--- config.mk ---
export PLATFORM = sky130hd
export DESIGN_NAME = hue_sequencer
export DESIGN_NICKNAME = d
export VERILOG_FILES = /design/src/rtl/hue_pkg.sv /design/src/rtl/phase_decode.sv /design/src/rtl/hue_sequencer.sv
export SDC_FILE = /design/constraint.sdc
export NUM_CORES = 1
export LEC_CHECK = 0
export ABC_AREA = 0
export ABC_CLOCK_PERIOD_IN_PS = 2350
export CAP_MARGIN = 5
export CORE_ASPECT_RATIO = 0.6
export CORE_MARGIN = 1
export CORE_UTILIZATION = 36
export CTS_CLUSTER_DIAMETER = 120
export CTS_CLUSTER_SIZE = 25
export DETAILED_ROUTE_END_ITERATION = 8
export HOLD_SLACK_MARGIN = 0.05
export PLACE_DENSITY = 0.63
export SYNTH_ARGS = -nofsm -noshare
export SYNTH_HDL_FRONTEND = slang
export SYNTH_SLANG_ARGS = --single-unit
--- constraint.sdc ---
create_clock -name clk -period 2.35 [get_ports clk]
set_input_delay 0.47 -clock clk [delete_from_list [all_inputs] [get_ports clk]]
set_output_delay 0.47 -clock clk [all_outputs]
set_load 0.03 [all_outputs]
--- src/rtl/hue_pkg.sv ---
// Shared types for the RGB fade path: ramp commands, sequencer states and
// modulo-6 colour-wheel stepping. Ramp generators import ramp_cmd_t from here.
package hue_pkg;

  typedef enum logic [2:0] {
    CMD_DEC  = 3'd0,
    CMD_INC  = 3'd1,
    CMD_HOLD = 3'd2
  } ramp_cmd_t;

  typedef enum logic [1:0] {
    IDLE  = 2'd0,
    RUN   = 2'd1,
    PAUSE = 2'd2
  } seq_state_t;

  localparam int unsigned NUM_PHASES = 6;
  localparam logic [2:0]  LAST_PHASE = 3'(NUM_PHASES - 1);

  function automatic logic [2:0] wheel_step(input logic [2:0] ph, input logic rev);
    logic [2:0] nxt;
    if (rev) nxt = (ph == 3'd0 || ph > LAST_PHASE) ? LAST_PHASE : ph - 3'd1;
    else     nxt = (ph >= LAST_PHASE) ? 3'd0 : ph + 3'd1;
    return nxt;
  endfunction

  function automatic ramp_cmd_t cmd_swap(input ramp_cmd_t c);
    ramp_cmd_t r;
    case (c)
      CMD_INC: r = CMD_DEC;
      CMD_DEC: r = CMD_INC;
      default: r = CMD_HOLD;
    endcase
    return r;
  endfunction

endpackage

--- src/rtl/phase_decode.sv ---
// Colour-wheel table: phase index plus direction -> one ramp command per channel.
// Reverse traversal swaps INC/DEC on the active channel so the fade retraces.
module phase_decode
  import hue_pkg::*;
(
  input  logic [2:0] i_phase,
  input  logic       i_dir,
  output ramp_cmd_t  o_cmd_r,
  output ramp_cmd_t  o_cmd_g,
  output ramp_cmd_t  o_cmd_b
);

  ramp_cmd_t w_fwd_r;
  ramp_cmd_t w_fwd_g;
  ramp_cmd_t w_fwd_b;

  always_comb begin
    w_fwd_r = CMD_HOLD;
    w_fwd_g = CMD_HOLD;
    w_fwd_b = CMD_HOLD;
    case (i_phase)
      3'd0:    w_fwd_g = CMD_DEC;
      3'd1:    w_fwd_r = CMD_INC;
      3'd2:    w_fwd_b = CMD_DEC;
      3'd3:    w_fwd_g = CMD_INC;
      3'd4:    w_fwd_r = CMD_DEC;
      3'd5:    w_fwd_b = CMD_INC;
      default: ;
    endcase
  end

  // HOLD maps to HOLD under swap, so only the active channel changes
  always_comb begin
    o_cmd_r = i_dir ? cmd_swap(w_fwd_r) : w_fwd_r;
    o_cmd_g = i_dir ? cmd_swap(w_fwd_g) : w_fwd_g;
    o_cmd_b = i_dir ? cmd_swap(w_fwd_b) : w_fwd_b;
  end

endmodule

--- src/rtl/hue_sequencer.sv ---
// Six-phase colour-wheel sequencer with run/pause/single-step/reverse control;
// emits registered per-channel ramp commands and a phase-boundary strobe.
module hue_sequencer
  import hue_pkg::*;
#(
  parameter int unsigned DWELL_CYCLES = 2000000
)
(
  input  logic       clk,
  input  logic       rst,
  input  logic       en,
  input  logic       pause,
  input  logic       step,
  input  logic       reverse,
  output ramp_cmd_t  cmd_r,
  output ramp_cmd_t  cmd_g,
  output ramp_cmd_t  cmd_b,
  output logic [2:0] phase,
  output logic       phase_tick,
  output logic       running
);

  localparam int unsigned    CW         = $clog2(DWELL_CYCLES);
  localparam logic [CW-1:0]  DWELL_LAST = CW'(DWELL_CYCLES - 1);

  seq_state_t    r_state;
  seq_state_t    w_state_nxt;
  logic [CW-1:0] r_count;
  logic [CW-1:0] w_count_nxt;
  logic [2:0]    r_phase;
  logic [2:0]    w_phase_nxt;
  logic          r_dir;
  logic          w_dir_nxt;
  logic          w_advance;
  logic          w_expiry;
  ramp_cmd_t     w_dec_r;
  ramp_cmd_t     w_dec_g;
  ramp_cmd_t     w_dec_b;
  ramp_cmd_t     r_cmd_r;
  ramp_cmd_t     r_cmd_g;
  ramp_cmd_t     r_cmd_b;
  logic          r_tick;
  logic          r_running;

  assign w_expiry = (r_count == DWELL_LAST);

  always_comb begin
    w_state_nxt = r_state;
    w_count_nxt = r_count;
    w_advance   = 1'b0;
    case (r_state)
      IDLE: begin
        w_count_nxt = '0;
        if (en) w_state_nxt = pause ? PAUSE : RUN;
      end
      RUN: begin
        if (!en) begin
          w_state_nxt = IDLE;
          w_count_nxt = '0;
        end else if (pause) begin
          w_state_nxt = PAUSE;
        end else if (step || w_expiry) begin
          w_advance   = 1'b1;
          w_count_nxt = '0;
        end else begin
          w_count_nxt = r_count + 1'b1;
        end
      end
      PAUSE: begin
        if (!en) begin
          w_state_nxt = IDLE;
          w_count_nxt = '0;
        end else if (step) begin
          // a step coinciding with pause release still advances, then runs
          w_advance   = 1'b1;
          w_count_nxt = '0;
          if (!pause) w_state_nxt = RUN;
        end else if (!pause) begin
          w_state_nxt = RUN;
        end
      end
      default: begin
        w_state_nxt = IDLE;
        w_count_nxt = '0;
      end
    endcase
  end

  // dir is captured only at an advance and governs both the step and the new table row
  always_comb begin
    w_dir_nxt   = w_advance ? reverse : r_dir;
    w_phase_nxt = w_advance ? wheel_step(r_phase, reverse) : r_phase;
  end

  phase_decode u_decode (
    .i_phase (w_phase_nxt),
    .i_dir   (w_dir_nxt),
    .o_cmd_r (w_dec_r),
    .o_cmd_g (w_dec_g),
    .o_cmd_b (w_dec_b)
  );

  always_ff @(posedge clk or posedge rst) begin
    if (rst) begin
      r_state   <= IDLE;
      r_count   <= '0;
      r_phase   <= '0;
      r_dir     <= 1'b0;
      r_cmd_r   <= CMD_HOLD;
      r_cmd_g   <= CMD_HOLD;
      r_cmd_b   <= CMD_HOLD;
      r_tick    <= 1'b0;
      r_running <= 1'b0;
    end else begin
      r_state   <= w_state_nxt;
      r_count   <= w_count_nxt;
      r_phase   <= w_phase_nxt;
      r_dir     <= w_dir_nxt;
      r_cmd_r   <= (w_state_nxt == RUN) ? w_dec_r : CMD_HOLD;
      r_cmd_g   <= (w_state_nxt == RUN) ? w_dec_g : CMD_HOLD;
      r_cmd_b   <= (w_state_nxt == RUN) ? w_dec_b : CMD_HOLD;
      r_tick    <= w_advance;
      r_running <= (w_state_nxt == RUN);
    end
  end

  assign cmd_r      = r_cmd_r;
  assign cmd_g      = r_cmd_g;
  assign cmd_b      = r_cmd_b;
  assign phase      = r_phase;
  assign phase_tick = r_tick;
  assign running    = r_running;

endmodule

======== After elaboration in Yosys (flattened, before gate mapping) ========
Index checks and enable logic that the tools add are counted.
storage, ports and cells
  bits in registers ....................... 38
  bits of input ports ..................... 6
operators by class
  add/sub/neg operators ................... 3
  $lt $le $gt $ge ......................... 2
  equality and inequality tests ........... 14
  muxes and demuxes ....................... 36
  reductions and logical operators ........ 9
operators with widths
  cell                                                       number
  2-to-1 mux 21 bit                                          5
  case mux 21 bit (2 select lines)                           1
  case mux 2 bit (2 select lines)                            6
  adder 21 x 1 -> 21 bit (second input constant)             1
  == test 21 bit (second input constant)                     1
  2-to-1 mux 3 bit                                           7
  2-to-1 mux 2 bit                                           9
  logical NOT 3 bit                                          5
  == test 2 x 1 -> 1 bit (second input constant)             5
  == test 3 x 2 -> 1 bit (second input constant)             2
  == test 3 bit (second input constant)                      2
  2-to-1 mux 1 bit                                           6
  != test 3 bit (second input constant)                      2
  case mux 2 bit (3 select lines)                            1
  adder 3 x 1 -> 3 bit (second input constant)               1
  == test 3 x 1 -> 1 bit (second input constant)             1
  greater-or-equal comparator 3 bit (second input constant)  1
  > comparator 3 bit (second input constant)                 1
  subtractor 3 x 1 -> 3 bit (second input constant)          1
  == test 2 bit (second input constant)                      1
  logical NOT 2 bit                                          1
  logical OR 1 bit                                           2
  case mux 1 bit (2 select lines)                            1
  AND reduction 2 bit                                        1

======== Longest topological paths before layout ========
Gate-level depths: netlist of the first run.
  word-level depth ........................ 13
  gate-level depth with buffers ........... 10
  mapped depth without buffers ............ 9

======== Cells and area by module ========
Synthesis of the first run repeated with hierarchy kept, for this count alone.
second synthesis, totals
  cells, all modules ...................... 233
  area, all modules ....................... 2192.1 um2
by module, submodules not included
  module         instances  cells each  area an instance (um2)  sequential area each (um2)
  hue_sequencer  1          211         2033.2                  954.7
  phase_decode   1          22          158.9                   0.0

======== Least setup slack after synthesis of the first run ========
Ideal clock, no wire load.
  kind .................................... reg2reg
  start point ............................. register r_phase[1] (netlist: phase[1])
  end point ............................... register r_cmd_b[0] (netlist: cmd_b[0])
  library setup time ...................... 0.127 ns
  arrival ................................. 2.361 ns
  data required time ...................... 2.223 ns
  slack ................................... -0.138 ns
  stages on the path, launching flop included .. 10
  path buffers ............................ 1
  period minus slack after synthesis ...... 2.488 ns
  path through ............................ dfrtp_1 > buf_6 > inv_1 > ha_1 > or4_1 > mux2_2 > o32ai_4 > and4b_1 > o211ai_1 > a21oi_1
between the ends
  cells in the longest elaborated chain, start to end .. 11
  elaborated cells between the ends (all ways) .. 18
  those cells by class .................... add/sub: 2; order compare: 2; eq/ne: 3; mux: 8; reduce/logical: 3
ends and longest elaborated chain
  what                                                         RTL line              RTL
  from (decl)                                                  hue_sequencer.sv:30   logic [2:0] r_phase;
  from (signal assigned)                                       hue_sequencer.sv:117  r_phase <= w_phase_nxt;
  > comparator 3 bit or logical NOT 3 bit (tied branches)      hue_pkg.sv:22         if (rev) nxt = (ph == 3'd0 || ph > LAST_PHASE) ? LAST_PHASE : ph - 3'd1;
  logical OR 1 bit                                             hue_pkg.sv:22
  2-to-1 mux 3 bit (2 in a row)                                hue_pkg.sv:22
  2-to-1 mux 3 bit *                                           hue_sequencer.sv:92   w_phase_nxt = w_advance ? wheel_step(r_phase, reverse) : r_phase;
  == test 3 bit or == test 3 x 2 -> 1 bit (tied branches)      phase_decode.sv:21    case (i_phase)
  case mux 2 bit (2 select lines) *                            phase_decode.sv:21
  == test 2 x 1 -> 1 bit or logical NOT 3 bit (tied branches)  hue_pkg.sv:29         case (c)
  case mux 2 bit (2 select lines)                              hue_pkg.sv:29
  2-to-1 mux 2 bit *                                           phase_decode.sv:36    o_cmd_b = i_dir ? cmd_swap(w_fwd_b) : w_fwd_b;
  2-to-1 mux 3 bit *                                           hue_sequencer.sv:121  r_cmd_b <= (w_state_nxt == RUN) ? w_dec_b : CMD_HOLD;
  to (signal assigned)                                         hue_sequencer.sv:121
  to (decl)                                                    hue_sequencer.sv:41   ramp_cmd_t r_cmd_b;
Every way passes the cells marked *; elsewhere a longest branch is shown, timed or not.
A chain may end at the register's enable or synchronous reset.

======== Final worst setup path of the first run ========
  start point ............................. register r_phase[0] (netlist: phase[0])
  end point ............................... register r_cmd_b[0] (netlist: cmd_b[0])
The elaborated chain is that of the path after synthesis.

==> impl_metrics.toml, run 1 <==
[clocking]
cts_buffers = 5
path_clk_slew_ns = 0.07
cts_tree = "done"
clockRootBuffer = "clkbuf_8"
clkLatencyLatePin_ns = 0.29
cts_hold_buf = 0
clockBufferDepth = 2
cts_sinks = 35
htreeDepth = 2

[floorplanning]
die_area_um2 = 6360
rows = 21
fp.dieW_um = 102
io_pins = 20
start_util_pct = 38.1
core-area_um2 = 5700
die_h_um = 62.2

[pwr]
p_clk_share_pct = 21.8
p_leak_nw = 1.16
vdd_drop_max_uv = 477
power.density_nw_per_um2 = 1060
netSwitchingFraction_pct = 38.0
power_frac_comb_pct = 51.2
pwr-share-seq_pct = 27.0
p_int_w = 0.00185
switchingPower_w = 0.00114

[drt]
postRouteAntennaNets = 0
wl_mm = 4.91
dr.pass1.iters = 4
drcViolationCount = 0
vias = 1832
viasPerCell = 5.07
drtIter0Drc = 85
routedWlPerCell_um = 13.6

[logic_synthesis]
synth_cells = 228
syn_area_um2 = 2170
yosys_warnings = 0
ys_ff_latch = 35
synth_ff_type = "dfrtp_1"
ys_types = 62
yosysSeqAreaShare_pct = 40.5
async_flop_share_pct = 100
syn_avg_cell_area_um2 = 9.53
synth_edf_count = 0

[status]
status = "finished clean"

[grt]
grt_antenna_before_repair = 0
grt_usage_pct = 17.4
grt_max_degree = 36
grt_pass1_wl_mm = 8.49
grt-ovfl-total = 0
grt_pass1_vias = 1783

[min_path]
hold_path.class = "reg2reg"

[place]
portBuffers = 16
place_inst = 348
preCtsSetupSlack_ns = -0.203
place_hpwl_mm = 3.65
gp_routability_congestion = 0.815

[layout]
area_delta_synth_final_pct = 30.5
utilization_pct = 49.7
fin_cells = 361
drive_gt1_share_pct = 25.3
fillers = 543
diodes = 0
fin_nets = 295

[run]
cap_violations = 0

[critical_path]
critical_path_arrival_ns = 2.48
start_kind = "flop"
critPathRequiredTime_ns = 2.53
critical_path_class = "reg2reg"
critPathMaxFanout = 5
critical_path.endpoint_type = "flop"

[sta]
fin_crit_ns = 2.31
fin_crit_sh_pct = 98.2
slew_viol_final = 0
worst_slack_ns = 0.0424
timing.fmax_ghz = 0.433
finalSetupViolCount = 0
rsz0062_at_grt = "yes"
skew_ns = 0.00688
hold_viol = 0
[cells by family (layout without fill, tap and decap cells)]
| group | after synthesis | in the layout | share of synthesized area (%) |
|---|---|---|---|
| AO/OA/AOI/OAI | 43 | 43 | 15.1 |
| XOR/XNOR | 15 | 15 | 6.05 |
| adder cells (fa/ha/maj) | 9 | 9 | 5.18 |
| buffers and inverters | 23 | 74 | 5.59 |
| flip-flops | 35 | 35 | 40.5 |
| multiplexers | 4 | 4 | 2.71 |
| other | 1 | 3 | 0.173 |
| AND/OR/NAND/NOR | 98 | 98 | 24.7 |
[state kept, by name, summed over array words and instances (netlist names)]
signal and count:
r_count 21, phase 3, cmd_b 2, cmd_g 2, cmd_r 2, r_state 2, phase_tick 1, r_dir 1
running 1
[worst max-delay path: stages (launching register included)]
cell	delay, ns
dfrtp_2	0.47
ha_4	0.18
or4_4	0.52
mux2_4	0.29
o32ai_4	0.18
and4b_1	0.24
o211ai_1	0.22
a21oi_2	0.10
[per-stage QoR]
stage / hold WS (ns) / setup TNS, ns / cell area [µm²] / power, W
5_1_grt: 0.554 / -0.0357 / 2830 / 0.00318
2_1_floorplan: 0.468 / 0 / 2180 / 0.00170
3_5_place_dp: 0.506 / -0.846 / 2630 / 0.00224
4_1_cts: 0.523 / 0 / 2760 / 0.00290
6_report: 0.512 / 0 / 2830 / 0.00299
3_3_place_gp: 0.509 / -0.717 / 2630 / 0.00222
[repair_timing]
action / CTS / global route
gates resized for setup: 0 / 11
endpoints found under the setup margin: 0 / 6
buffers inserted: 0 / 5
[power groups by stage]
stage | combinational, W | sequential [W] | clock, W
finish | 0.00153 | 0.000808 | 0.000653
floorplan | 0.000750 | 0.000950 | 0
detailed placement | 0.00143 | 0.000812 | 0
CTS | 0.00143 | 0.000803 | 0.000666
global route | 0.00165 | 0.000822 | 0.000699
global placement | 0.00141 | 0.000814 | 0
[layout by cell type, fill, tap and decap left out, types with 4 or more instances in the layout]
cell type	netlist	final
xor2_1	8	8
nand3_1	10	10
or3_1	4	4
xnor2_1	7	7
ha_1	9	5
clkdlybuf4s50_1	0	15
and2_1	5	5
nor3_1	6	5
a21oi_1	11	10
o21ai_0	7	7
dfrtp_1	32	29
buf_4	3	35
nor2_1	21	21
nand2_1	17	17
clkbuf_8	0	5
and3_1	5	5
inv_1	12	11
nand4_1	8	8
[area by class of cell]
cell class              instances  area (µm²)  share of cell area, %
multi-input cells             172        1210                   42.9
well taps                      80         100                   3.53
flip-flops and latches         35         883                   31.2
repair buffers                 52         445                   15.7
inverters                      14        57.6                   2.03
clock buffers                   6        72.6                   2.56
clock inverters                 2        60.1                   2.12
[metal layers]
layer  global-route usage [%]  routed length [µm]  up-vias
li1                         -                   -      913
met1                     26.3                2620      864
met2                     23.8                1930       45
met3                     3.38                 265       10
met4                     7.32                  91        0
met5                        0                   0        -
[worst paths after layout]
path                       cells past startpoint                      to              startpoint  slack [ns]
setup / recovery                               7      cmd_b[0]$_DFF_PP0_      phase[0]$_DFF_PP0_        0.04
setup reg to reg                               7      cmd_b[0]$_DFF_PP0_      phase[0]$_DFF_PP0_        0.04
hold reg to reg                                2  r_count[1]$_DFFE_PP0P_  r_count[1]$_DFFE_PP0P_        0.51
hold / removal                                 2  r_count[1]$_DFFE_PP0P_  r_count[1]$_DFFE_PP0P_        0.51
max in group asynchronous                      3    r_state[1]$_DFF_PP0_                     rst        1.43
min in group asynchronous                      3  r_count[5]$_DFFE_PP0P_                     rst        0.58
[cells in the mapped netlist (all sizes together) (3+ instances only)]
master | number | share of area [%]
nand2 | 17 | 2.9
nor4 | 4 | 1.4
inv | 13 | 2.2
dfstp | 3 | 3.6
nor2b | 3 | 0.86
nand4 | 8 | 2.3
nor3 | 6 | 1.4
a21oi | 11 | 2.5
xnor2 | 7 | 2.8
or3 | 4 | 1.2
o21ai | 10 | 3.2
and2 | 5 | 1.4
nor2 | 21 | 3.6
dfrtp | 32 | 37
nand3 | 11 | 2.8
buf | 7 | 2.5
ha | 9 | 5.2
and3 | 5 | 1.4
xor2 | 8 | 3.2
o21a | 3 | 1.0
Note: power is estimated with default switching activity, not from simulation.
==> run 2: changes to the inputs <==
--- a/config.mk
+++ b/config.mk
@@ -6,11 +6,11 @@
 export NUM_CORES = 1
 export LEC_CHECK = 0
 export ABC_AREA = 0
-export ABC_CLOCK_PERIOD_IN_PS = 2350
 export CAP_MARGIN = 5
 export CORE_ASPECT_RATIO = 0.6
 export CORE_MARGIN = 1
 export CORE_UTILIZATION = 36
+export CTS_BUF_LIST = sky130_fd_sc_hd__clkbuf_8
 export CTS_CLUSTER_DIAMETER = 120
 export CTS_CLUSTER_SIZE = 25
 export DETAILED_ROUTE_END_ITERATION = 8
==> impl_metrics.toml, run 2 (same netlist as run 1, synthesis figures left out) <==
[grt]
grt_pass1_vias = 1783
grt_antenna_before_repair = 0
grt_pass1_wl_mm = 8.49
grt-ovfl-total = 0
grt_usage_pct = 17.4
grt_max_degree = 36

[drt]
wl_mm = 4.90
routedWlPerCell_um = 13.6
vias = 1827
drtIter0Drc = 85
viasPerCell = 5.06
postRouteAntennaNets = 0
dr.pass1.iters = 4
drcViolationCount = 0

[sta]
finalSetupViolCount = 0
hold_viol = 0
slew_viol_final = 0
rsz0062_at_grt = "yes"
timing.fmax_ghz = 0.433
worst_slack_ns = 0.0424
fin_crit_sh_pct = 98.2
skew_ns = 0.00622
fin_crit_ns = 2.31

[floorplanning]
die_h_um = 62.2
core-area_um2 = 5700
start_util_pct = 38.1
fp.dieW_um = 102
io_pins = 20
die_area_um2 = 6360
rows = 21

[pwr]
power_w = 0.00298
vdd_drop_max_uv = 476
power.density_nw_per_um2 = 1050
p_leak_nw = 1.17

[clocking]
htreeDepth = 2
clkLatencyLatePin_ns = 0.29
cts_sinks = 35
path_clk_slew_ns = 0.07
clockRootBuffer = "clkbuf_8"
cts_tree = "done"
clockBufferDepth = 2
cts_buffers = 5
cts_hold_buf = 0

[min_path]
whs_path_depth = 2
hold_path.class = "reg2reg"
worstHoldEndpoint = "r_count[1]$_DFFE_PP0P_"
hp-start = "r_count[1]$_DFFE_PP0P_"

[layout]
layout_commonest_cell = "buf_4"
area_delta_synth_final_pct = 30.5
fin_cells = 361
drive_gt1_share_pct = 25.3
regMostFlops = "r_count"
largest_register_ffs = 21
final_cell_mix = "buf_4 (35), dfrtp_1 (29), nor2_1 (21)"
fillers = 543
utilization_pct = 49.7
fin_nets = 295
diodes = 0

[place]
preCtsSetupSlack_ns = -0.203
gp_routability_congestion = 0.815
portBuffers = 16
place_inst = 348
place_hpwl_mm = 3.65

[critical_path]
critical_path_class = "reg2reg"
regToRegStartpoint = "phase[0]$_DFF_PP0_"
critPathMaxFanout = 5
critical_path_arrival_ns = 2.48
r2r_setup_slack_ns = 0.04
reg2regPathDepth = 7
start_kind = "flop"
critical_path.endpoint_type = "flop"
rr_endpoint = "cmd_b[0]$_DFF_PP0_"
critPathRequiredTime_ns = 2.52

[run]
cap_violations = 0

[status]
status = "finished clean"
==> run 2: changes by cell type in the layout (fill, tap and decap cells not counted), sizes merged <==
cell / change
clkbuf: -1
inv: +1
==> run 2: layout make-up <==
type	count	area, µm²	area share [%]
Multi-Input combinational cell	172	1210	42.9
Sequential cell	35	883	31.2
Timing Repair Buffer	52	445	15.7
Tap cell	80	100	3.53
Clock buffer	5	68.8	2.43
Clock inverter	3	63.8	2.25
Inverter	14	57.6	2.03
==> run 2: worst max path at each step <==
stage                               from            endpoint  slack [ns]  cells after the start
global route          phase[0]$_DFF_PP0_  cmd_g[0]$_DFF_PP0_       -0.01                      8
CTS                 r_state[1]$_DFF_PP0_  cmd_b[1]$_DFF_PP1_        0.05                      8
detailed placement                 pause  cmd_g[0]$_DFF_PP0_       -0.20                      7
floorplan             phase[1]$_DFF_PP0_  cmd_b[0]$_DFF_PP0_        0.02                      9
global placement                   pause  cmd_g[0]$_DFF_PP0_       -0.18                      7
finish                phase[0]$_DFF_PP0_  cmd_b[0]$_DFF_PP0_        0.04                      7
==> run 2: where the power goes <==
part | switching, W | leakage (nW) | internal, W | total (W)
clock network | 0.000226 | 0.0695 | 0.000420 | 0.000645
registers | 0.0000925 | 0.464 | 0.000716 | 0.000808
logic | 0.000816 | 0.633 | 0.000715 | 0.00153
total | 0.00113 | 1.17 | 0.00185 | 0.00298
==> run 2: through the flow <==
| step | TNS (ns) | hold slack, ns | area [µm²] |
|---|---|---|---|
| after floorplan | 0 | 0.468 | 2180 |
| after global placement | -0.717 | 0.509 | 2630 |
| after detailed placement | -0.846 | 0.506 | 2630 |
| after CTS | 0 | 0.523 | 2760 |
| after global routing | -0.0357 | 0.554 | 2830 |
| final | 0 | 0.510 | 2830 |
==> run 2: what timing repair did <==
action	in CTS	in global routing
hold endpoints to repair	0	0
gates resized for setup	0	11
buffers inserted	0	5
setup endpoints to repair	0	6
==> run 2: critical path: stages, from the launching register on <==
cell	delay, ns
dfrtp_2	0.47
ha_4	0.18
or4_4	0.52
mux2_4	0.29
o32ai_4	0.18
and4b_1	0.24
o211ai_1	0.22
a21oi_2	0.10
==> run 2: layer usage <==
layer / vias to the layer above / GRT usage [%] / share of wire [%]
li1: 913 / - / -
met1: 863 / 26.3 / 54
met2: 41 / 23.8 / 39
met3: 10 / 3.38 / 4.6
met4: 0 / 7.32 / 1.9
met5: - / 0 / 0
==> run 3: changes to the inputs <==
--- a/config.mk
+++ b/config.mk
@@ -15,6 +15,7 @@
 export CTS_CLUSTER_SIZE = 25
 export DETAILED_ROUTE_END_ITERATION = 8
 export HOLD_SLACK_MARGIN = 0.05
+export MAX_ROUTING_LAYER = met4
 export PLACE_DENSITY = 0.63
 export SYNTH_ARGS = -nofsm -noshare
 export SYNTH_HDL_FRONTEND = slang
==> results of run 3 <==
No change in the layout: final DEF, timing and power equal those of run 2.
Among the figures that moved: final weighted congestion in routability-driven placement 0.815 -> 0.827; overall routing resource usage 17.4% -> 17.9%
==> RTL change, RTL diff (flow settings as in run 3) <==
Encoding of `seq_state_t`: now one-hot (3 bits for 3 states).
--- a/src/rtl/hue_pkg.sv
+++ b/src/rtl/hue_pkg.sv
@@ -8,10 +8,10 @@
     CMD_HOLD = 3'd2
   } ramp_cmd_t;
 
-  typedef enum logic [1:0] {
-    IDLE  = 2'd0,
-    RUN   = 2'd1,
-    PAUSE = 2'd2
+  typedef enum logic [2:0] {
+    IDLE  = 3'b001,
+    RUN   = 3'b010,
+    PAUSE = 3'b100
   } seq_state_t;
 
   localparam int unsigned NUM_PHASES = 6;
Check against the original RTL: same outputs for any inputs over 10 cycles, from zero or initial values and one cycle with rst high; not proved beyond that.
==> RTL change against run 3 <==
  * Die area is 3.1% lower
  * Sequential cell count up 1
  * Routed wire length down 12%
  * Design area fell by 6.3%
  * Utilization fell by 2.2 points
  * Setup slack better by 60 ps
  * Area after synthesis decreased by 3.2%
Power is not compared: it rests on default switching activity, and its combinational part moved more than twofold at a synthesized area within 25%.
==> RTL change: results (changes against run 3) <==
RUN STATUS
--------------------------------------------------------------------------------
Run status ........................................................ complete, no violations

CRITICAL PATH
--------------------------------------------------------------------------------
Cell with the largest stage delay on the worst path ............... sky130_fd_sc_hd__o41ai_4
Maximum fanout along the worst path ...............................            6   +1
Critical Path AT ..................................................      2440 ps   -40 ps
First element of the critical path ................................ r_count[7]$_DFFE_PP0P_
Biggest cell delay along the critical path ........................       430 ps   -90 ps

GLOBAL ROUTING
--------------------------------------------------------------------------------
Met2 track utilization from global routing ........................        20.3%   -3.6 points
Via count of the first global-routing pass ........................         1499   -16%
Met1 usage ........................................................        24.0%   -2.3 points
Largest net degree at the start of global routing .................           37   +2.8%
Wire length of the first global-routing pass ......................      7150 um   -16%

TIMING
--------------------------------------------------------------------------------
Min setup slack post-route ........................................       103 ps   +60.1 ps
Final Skew ........................................................      8.28 ps   +2.06 ps

LOGIC SYNTHESIS
--------------------------------------------------------------------------------
Complex-gate fraction of the synthesized area .....................        14.2%   -0.93 points
Adder-cell area share of the yosys netlist ........................        2.97%   -2.2 points
Count of distinct cell types in the synthesized netlist ...........           55   -11%
Mapped Cells ......................................................          218   -4.4%
Leading cell types by count after synthesis ....................... 32 x sky130_fd_sc_hd__dfrtp_1, 24 x sky130_fd_sc_hd__nor2_1, 18 x sky130_fd_sc_hd__nand2_1, 18 x sky130_fd_sc_hd__o21ai_0, 10 x sky130_fd_sc_hd__inv_1
Share of the synthesized netlist area taken by xor and xnor gates .        5.00%   -1.1 points
Register area share after synthesis ...............................        43.1%   +2.6 points
Multiplexer fraction of the synthesized cell area .................        1.25%   -1.5 points

PLACEMENT
--------------------------------------------------------------------------------
Placer congestion estimate ........................................        0.793   -4.1%
Sum of net half-perimeters after detailed placement ...............      3090 um   -15%
Placed instance area ..............................................    2470 um^2   -6.1%

LAYOUT
--------------------------------------------------------------------------------
Layout cells sized above 1 ........................................        25.6%   +0.31 points
Final Net Count ...................................................          272   -7.8%
Non-filler cells in the finished layout ...........................          342   -5.3%

ROUTING
--------------------------------------------------------------------------------
Met2 wire length ..................................................      1700 um   -12%
Average via count per standard cell ...............................         4.75   -6.1%
Violation count after the first detailed-routing iteration ........           66   -22%
Post-detailed-routing wire length .................................      4300 um   -12%

MIN PATH
--------------------------------------------------------------------------------
Worst hold path stage count .......................................            1   -1

RTL change: cell types whose count changed after synthesis, moves of 5 or more:
cell | before | now
sky130_fd_sc_hd__o21ai_0 | 7 | 18
sky130_fd_sc_hd__nand2b_1 | 0 | 5
sky130_fd_sc_hd__o31ai_1 | 1 | 7
sky130_fd_sc_hd__a21oi_1 | 11 | 6
sky130_fd_sc_hd__and2_1 | 5 | 0
sky130_fd_sc_hd__nand4_1 | 8 | 3
sky130_fd_sc_hd__nor3_1 | 6 | 1
RTL change: area by class of cell:
class                   count  area (um^2)
inverters                  12         45.0
repair buffers             45          382
fillers                   529         2940
multi-input cells         161         1140
clock inverters             3         12.5
well taps                  80          100
flip-flops and latches     36          907
clock buffers               5         68.8
RTL change: where the power goes:
part           switching (mW)  internal [mW]
clock                   0.218          0.200
combinational           0.345          0.270
sequential             0.0362          0.667
RTL change: worst reg2reg max path, delay by kind of cell, from the launching register on:
kind            cells  cell delay (ps)
mux                 1              370
flops               1              410
simple gates        4              870
compound gates      2              520
